**src/rtl/word_array_access_ctrl_if.sv**
```systemverilog
// Bus bundle between two requesters, the access controller and the word array.
// Ports (as seen by the controller through the slave modport):
//   req_valid/req_we/req_addr/req_wdata  in   per-requester request, packed req 1 above req 0
//   req_ready                            out  one-hot accept, combinational
//   rsp_valid/rsp_rdata                  out  completion pulse and read data
//   mem_sel/mem_rw/mem_din               out  one-hot word select, RW strobe, shared write data
//   mem_dout                             in   read data of the selected word
//   busy                                 out  controller not idle
interface word_array_access_ctrl_if #(
  parameter int unsigned ADDR_W = 4,
  parameter int unsigned DATA_W = 8
);
  localparam int unsigned DEPTH = 1 << ADDR_W;

  logic [1:0]          req_valid;
  logic [1:0]          req_ready;
  logic [1:0]          req_we;
  logic [2*ADDR_W-1:0] req_addr;
  logic [2*DATA_W-1:0] req_wdata;
  logic [1:0]          rsp_valid;
  logic [DATA_W-1:0]   rsp_rdata;
  logic [DEPTH-1:0]    mem_sel;
  logic                mem_rw;
  logic [DATA_W-1:0]   mem_din;
  logic [DATA_W-1:0]   mem_dout;
  logic                busy;

  // Environment side: requesters plus the word array
  modport master (
    output req_valid, req_we, req_addr, req_wdata, mem_dout,
    input  req_ready, rsp_valid, rsp_rdata, mem_sel, mem_rw, mem_din, busy
  );

  // Controller side
  modport slave (
    input  req_valid, req_we, req_addr, req_wdata, mem_dout,
    output req_ready, rsp_valid, rsp_rdata, mem_sel, mem_rw, mem_din, busy
  );
endinterface

```
**src/rtl/word_array_access_ctrl.sv**
```systemverilog
// Access controller for a bank of 2**ADDR_W words shared by two requesters.
// Round-robin arbitration, one access in flight; each access runs
// IDLE -> SETUP -> ACCESS -> RESP so select/data settle before the RW strobe.
// Ports:
//   clk   in  system clock, rising edge
//   rst   in  synchronous reset, active-high
//   bus   slave modport of word_array_access_ctrl_if (requests, responses, array drive)
module word_array_access_ctrl #(
  parameter int unsigned ADDR_W = 4,
  parameter int unsigned DATA_W = 8
) (
  input  logic                     clk,
  input  logic                     rst,
  word_array_access_ctrl_if.slave  bus
);
  localparam int unsigned DEPTH = 1 << ADDR_W;

  typedef enum logic [1:0] {
    IDLE   = 2'd0,
    SETUP  = 2'd1,
    ACCESS = 2'd2,
    RESP   = 2'd3
  } state_t;

  state_t              state, state_d;
  logic                last_grant, last_grant_d;
  logic                owner, owner_d;
  logic                op_we, op_we_d;
  logic [DEPTH-1:0]    sel_q, sel_d;
  logic                rw_q, rw_d;
  logic [DATA_W-1:0]   din_q, din_d;
  logic [DATA_W-1:0]   rdata_q, rdata_d;
  logic [1:0]          rsp_q, rsp_d;
  logic                busy_q, busy_d;
  logic [1:0]          ready;

  logic                win;
  logic [ADDR_W-1:0]   win_addr;
  logic [DATA_W-1:0]   win_wdata;
  logic                win_we;

  // Round-robin pick; a lone requester always wins
  always_comb begin
    win = 1'b0;
    case (bus.req_valid)
      2'b10:   win = 1'b1;
      2'b11:   win = ~last_grant;
      default: win = 1'b0;
    endcase
    win_addr  = win ? bus.req_addr[2*ADDR_W-1:ADDR_W]  : bus.req_addr[ADDR_W-1:0];
    win_wdata = win ? bus.req_wdata[2*DATA_W-1:DATA_W] : bus.req_wdata[DATA_W-1:0];
    win_we    = bus.req_we[win];
  end

  // Next state and next registered outputs
  always_comb begin
    state_d      = state;
    last_grant_d = last_grant;
    owner_d      = owner;
    op_we_d      = op_we;
    sel_d        = sel_q;
    rw_d         = 1'b0;
    din_d        = din_q;
    rdata_d      = rdata_q;
    rsp_d        = 2'b00;
    ready        = 2'b00;

    case (state)
      IDLE: begin
        if (|bus.req_valid) begin
          ready        = rst ? 2'b00 : (2'b01 << win);
          state_d      = SETUP;
          owner_d      = win;
          op_we_d      = win_we;
          last_grant_d = win;
          sel_d        = DEPTH'(1) << win_addr;
          din_d        = win_we ? win_wdata : '0;
        end
      end
      SETUP: begin
        state_d = ACCESS;
        rw_d    = op_we;
      end
      ACCESS: begin
        state_d = RESP;
        sel_d   = '0;
        din_d   = '0;
        rsp_d   = 2'b01 << owner;
        if (!op_we) rdata_d = bus.mem_dout;
      end
      RESP: begin
        state_d = IDLE;
      end
      default: state_d = IDLE;
    endcase

    busy_d = (state_d != IDLE);
  end

  // State and output registers
  always_ff @(posedge clk) begin
    if (rst) begin
      state      <= IDLE;
      last_grant <= 1'b1;
      owner      <= 1'b0;
      op_we      <= 1'b0;
      sel_q      <= '0;
      rw_q       <= 1'b0;
      din_q      <= '0;
      rdata_q    <= '0;
      rsp_q      <= 2'b00;
      busy_q     <= 1'b0;
    end else begin
      state      <= state_d;
      last_grant <= last_grant_d;
      owner      <= owner_d;
      op_we      <= op_we_d;
      sel_q      <= sel_d;
      rw_q       <= rw_d;
      din_q      <= din_d;
      rdata_q    <= rdata_d;
      rsp_q      <= rsp_d;
      busy_q     <= busy_d;
    end
  end

  assign bus.req_ready = ready;
  assign bus.mem_sel   = sel_q;
  // Strobe is dropped in a reset cycle so an aborted write never reaches the cells
  assign bus.mem_rw    = rw_q & ~rst;
  assign bus.mem_din   = din_q;
  assign bus.rsp_valid = rsp_q;
  assign bus.rsp_rdata = rdata_q;
  assign bus.busy      = busy_q;
endmodule

```
**src/flat_wrapper.sv**
```systemverilog
// flat-port wrapper written by rule: the top's interface ports become plain ports
module word_array_access_ctrl_flat 
#(
  parameter int unsigned ADDR_W = 4,
  parameter int unsigned DATA_W = 8
)
  (clk, rst, bus_req_valid, bus_req_we, bus_req_addr, bus_req_wdata, bus_mem_dout, bus_req_ready, bus_rsp_valid, bus_rsp_rdata, bus_mem_sel, bus_mem_rw, bus_mem_din, bus_busy);
  word_array_access_ctrl_if #(.ADDR_W(ADDR_W), .DATA_W(DATA_W)) bus_i ();
  input  logic clk;
  input  logic rst;
  input wire logic [$bits(bus_i.req_valid)-1:0] bus_req_valid;
  input wire logic [$bits(bus_i.req_we)-1:0] bus_req_we;
  input wire logic [$bits(bus_i.req_addr)-1:0] bus_req_addr;
  input wire logic [$bits(bus_i.req_wdata)-1:0] bus_req_wdata;
  input wire logic [$bits(bus_i.mem_dout)-1:0] bus_mem_dout;
  output wire logic [$bits(bus_i.req_ready)-1:0] bus_req_ready;
  output wire logic [$bits(bus_i.rsp_valid)-1:0] bus_rsp_valid;
  output wire logic [$bits(bus_i.rsp_rdata)-1:0] bus_rsp_rdata;
  output wire logic [$bits(bus_i.mem_sel)-1:0] bus_mem_sel;
  output wire logic [$bits(bus_i.mem_rw)-1:0] bus_mem_rw;
  output wire logic [$bits(bus_i.mem_din)-1:0] bus_mem_din;
  output wire logic [$bits(bus_i.busy)-1:0] bus_busy;
  assign bus_i.req_valid = bus_req_valid;
  assign bus_i.req_we = bus_req_we;
  assign bus_i.req_addr = bus_req_addr;
  assign bus_i.req_wdata = bus_req_wdata;
  assign bus_i.mem_dout = bus_mem_dout;
  assign bus_req_ready = bus_i.req_ready;
  assign bus_rsp_valid = bus_i.rsp_valid;
  assign bus_rsp_rdata = bus_i.rsp_rdata;
  assign bus_mem_sel = bus_i.mem_sel;
  assign bus_mem_rw = bus_i.mem_rw;
  assign bus_mem_din = bus_i.mem_din;
  assign bus_busy = bus_i.busy;
  word_array_access_ctrl #(.ADDR_W(ADDR_W), .DATA_W(DATA_W)) u_core (.clk(clk), .rst(rst), .bus(bus_i));
endmodule
```
**config.mk**
```make
export PLATFORM = sky130hd
export DESIGN_NAME = word_array_access_ctrl_flat
export DESIGN_NICKNAME = d
export VERILOG_FILES = /design/src/rtl/word_array_access_ctrl_if.sv /design/src/rtl/word_array_access_ctrl.sv /design/src/flat_wrapper.sv
export SDC_FILE = /design/constraint.sdc
export NUM_CORES = 1
export LEC_CHECK = 0
export BUFFER_PORTS_ARGS = -buffer_cell sky130_fd_sc_hd__buf_4
export CAP_MARGIN = 10
export CORE_ASPECT_RATIO = 1.2
export CORE_MARGIN = 1.5
export CORE_UTILIZATION = 35
export CTS_CLUSTER_SIZE = 16
export DETAILED_ROUTE_END_ITERATION = 8
export PLACE_DENSITY = 0.6
export SLEW_MARGIN = 15
export SYNTH_ARGS = -nofsm -noshare
export SYNTH_HDL_FRONTEND = slang
export SYNTH_SLANG_ARGS = --single-unit
```
**constraint.sdc**
```tcl
create_clock -name clk -period 2.6 [get_ports clk]
set_input_delay 0.39 -clock clk [delete_from_list [all_inputs] [get_ports clk]]
set_output_delay 0.39 -clock clk [all_outputs]
set_load 0.02 [all_outputs]
```
==> key figures <==
Status
  – Outcome: completed

Floorplanning
  – Core area: 5230 um2
  – Die Wd: 69.9 um
  – Die Y-Extent: 83.3 um
  – Row count: 29
  – Initial Util: 36.0%
  – Ports: 76
  – Die Area: 5820 um2

Clock network
  – CTS tree: yes
  – H-tree depth: 2
  – Maximum root-to-sink buffer count: 2
  – Worst-skew pair later-pin latency: 0.29 ns
  – CTS Hold Buffers Added: 0
  – Root Buffer Master: clkbuf_8
  – Clock Pin Slew Worst Setup and Hold Paths: 0.08 ns
  – CTS buffer count: 5
  – Post-CTS setup buffers: 0
  – Clock tree sinks: 41
  – Post-CTS sizing: 0

Worst setup path
  – Worst-path fanout max: 7
  – CP Launch Type: flop
  – CP required: 2.21 ns
  – Critical path class: reg2out
  – CP peak stage delay: 0.33 ns
  – CP arrival: 1.68 ns
  – CP cell instances: inv_1, ha_1, o21ai_1, nor3_1, buf_4
  – Reg-to-reg slack, setup: 0.57 ns
  – Critical Path Sink Type: output port
  – Critical path's slowest cell: dfxtp_1

Logic synthesis
  – Synth area leader: dfxtp_1
  – Post-synth top cells: 41 x dfxtp_1, 22 x mux2i_1, 16 x nand4_1
  – #FFs+latches synth: 41
  – Yosys warns: 0
  – Synth Flop Type: dfxtp_1
  – Cell Area, Synth: 1880 um2
  – Yosys top cell area share: 43.6%
  – Ys async rst share: 0%
  – Syn_nets: 224
  – Number of synthesized flops with an enable pin: 0
  – Post-synthesis sequential area ratio: 43.6%
  – Top cells by area, synth: dfxtp_1 44%, mux2i_1 12%, o41ai_2 6.1%
  – Count leader, synth: dfxtp_1
  – Post-synth cell types: 32
  – Synth Area per Inst: 10.3 um2
  – Mapped Cells: 183

Finish
  – Final net count: 297
  – Share of cells above drive strength 1: 39.3%
  – Fillers: 509
  – Final Instance Area: 2610 um2
  – Final Non-Filler Cells: 319
  – Register Area: 821 um2
  – Area growth syn-to-layout: 38.7%
  – Multi-input logic area: 926 um2
  – Diodes inserted: 0

Pwr
  – Pwr dens: 775 nW/um2
  – Share of power burned in the clock network: 29.6%
  – Leak: 1.14 nW
  – Sw Ratio: 32.8%
  – Peak supply drop: 348 uV
  – Seq pwr share: 37.2%
  – Combinational share of power: 33.1%
  – Int Pwr: 1.36 mW
  – Net Switching: 662 uW

Global route
  – Global-route wire length before repair: 7700 um
  – GRT Overall Usage: 16.5%
  – Largest net degree at the start of global routing: 33
  – Vias in the first global route: 1593
  – Initial antenna violation count: 0
  – Overflow after GRT: 0

Placement
  – Number of buffers added on ports: 75
  – Hpwl dp: 3380 um
  – Cell Area, Placed: 2470 um2
  – GPL Wtd Cong: 0.784
  – Placed Cells incl. Taps: 311

Flow run
  – Max Cap Viol: 0

Detailed routing
  – DRC viols: 0
  – Avg WL per Cell: 14.6 um
  – DR vias/cell: 5.14
  – Final antenna-violating net count: 0
  – DR vias: 1639
  – Drt first pass iters: 4
  – Final WL: 4650 um
  – Initial DRC count: 100

Timing
  – Worst-Margin Slew: 0.742 ns
  – Fmax: 483 MHz
  – Tcrit/Tclk final: 79.7%
  – Clock Skew: 0.00484 ns
  – Hold Fails Final Rpt: 0
  – Slew margin rel.: 50.5%
  – Setup Viol. Count Final: 0
  – Hold slack: 0.334 ns
  – Setup Total Neg Slack: 0 ns
  – Final Max Tran Viols: 0
  – Unrepaired setup endpoints after global routing: no
  – Tmin final: 2.07 ns

Min path
  – Hold crit path type: in2reg
-- layout by cell type, fill, tap and decap left out, types with 4 or more instances in the layout --
| cell | instances |
|---|---|
| buf_4 | 81 |
| dfxtp_1 | 41 |
| mux2i_1 | 22 |
| nand4_1 | 16 |
| nor2_1 | 13 |
| inv_1 | 11 |
| nor2b_1 | 11 |
| o41ai_1 | 9 |
| o32ai_1 | 8 |
| o41ai_2 | 7 |
| nand2_1 | 5 |
| clkbuf_8 | 5 |
| and3_1 | 4 |
-- cell families (layout without fill, tap and decap cells) --
| family | Yosys count | count (layout) | share of synthesized area [%] |
|---|---|---|---|
| flops | 41 | 41 | 43.6 |
| fa+ha+maj | 3 | 3 | 2.00 |
| simple gates | 56 | 56 | 16.2 |
| mux | 25 | 25 | 14.0 |
| compound gates | 32 | 32 | 17.0 |
| buf+inv | 26 | 100 | 7.12 |
-- state kept, by name, indices dropped and copies added (netlist names), 2 cells and up --
register and count:
u_core.bus.rsp_rdata 8, u_core.state 2, u_core.bus.mem_sel 16, u_core.bus.rsp_valid 2, u_core.bus.mem_din 8
-- stage by stage --
stage | util [%] | total power [mW] | setup slack, ns
finish | 49.9 | 2.02 | 0.529
CTS | 49.9 | 2.04 | 0.482
detailed placement | 47.3 | 1.44 | 0.590
global placement | 47.3 | 1.44 | 0.629
floorplan | - | 1.23 | 0.667
global route | 49.9 | 2.14 | 0.361
-- layout make-up --
| class | instances | area share (%) |
|---|---|---|
| clock buffer | 5 | 2.64 |
| inverter | 11 | 1.58 |
| timing repair buffer | 81 | 23.3 |
| sequential | 41 | 31.5 |
| clock inverter | 3 | 2.50 |
| tap | 62 | 2.98 |
| multi-input combinational | 116 | 35.5 |
-- final timing paths --
path                                             from                 endpoint  cells past startpoint
worst min register to register  u_core.bus.mem_din[0]    u_core.bus.mem_din[0]                      2
worst min-delay path                  bus_mem_dout[2]  u_core.bus.rsp_rdata[2]                      3
worst max-delay path                  u_core.state[0]         bus_req_ready[0]                      5
worst max register to register        u_core.state[0]    u_core.bus.mem_din[1]                      5
-- power by group through the flow --
stage	registers [mW]	clock network (mW)	logic, mW
after floorplan	0.832	0	0.400
after global placement	0.767	0	0.671
after detailed placement	0.767	0	0.674
after CTS	0.753	0.615	0.676
after global routing	0.765	0.639	0.734
final	0.752	0.598	0.670
-- per-layer routing --
layer	global-route usage [%]	share of wire [%]	wire length, um
met2	26.7	47	2200
met3	4.73	7.1	330
met4	4.72	0.62	29
met5	0	0	0
met1	21.5	45	2090
-- worst max-delay path, delay by kind of cell (launching register included) --
kind                       cells  cell delay (ns)
DFF                            1             0.33
adders and majority gates      1             0.29
buffers and inverters          2             0.27
AOI/OAI and AO/OA              1             0.25
and+or+nand+nor                1             0.25
No activity file was read; power rests on OpenSTA's default activity.
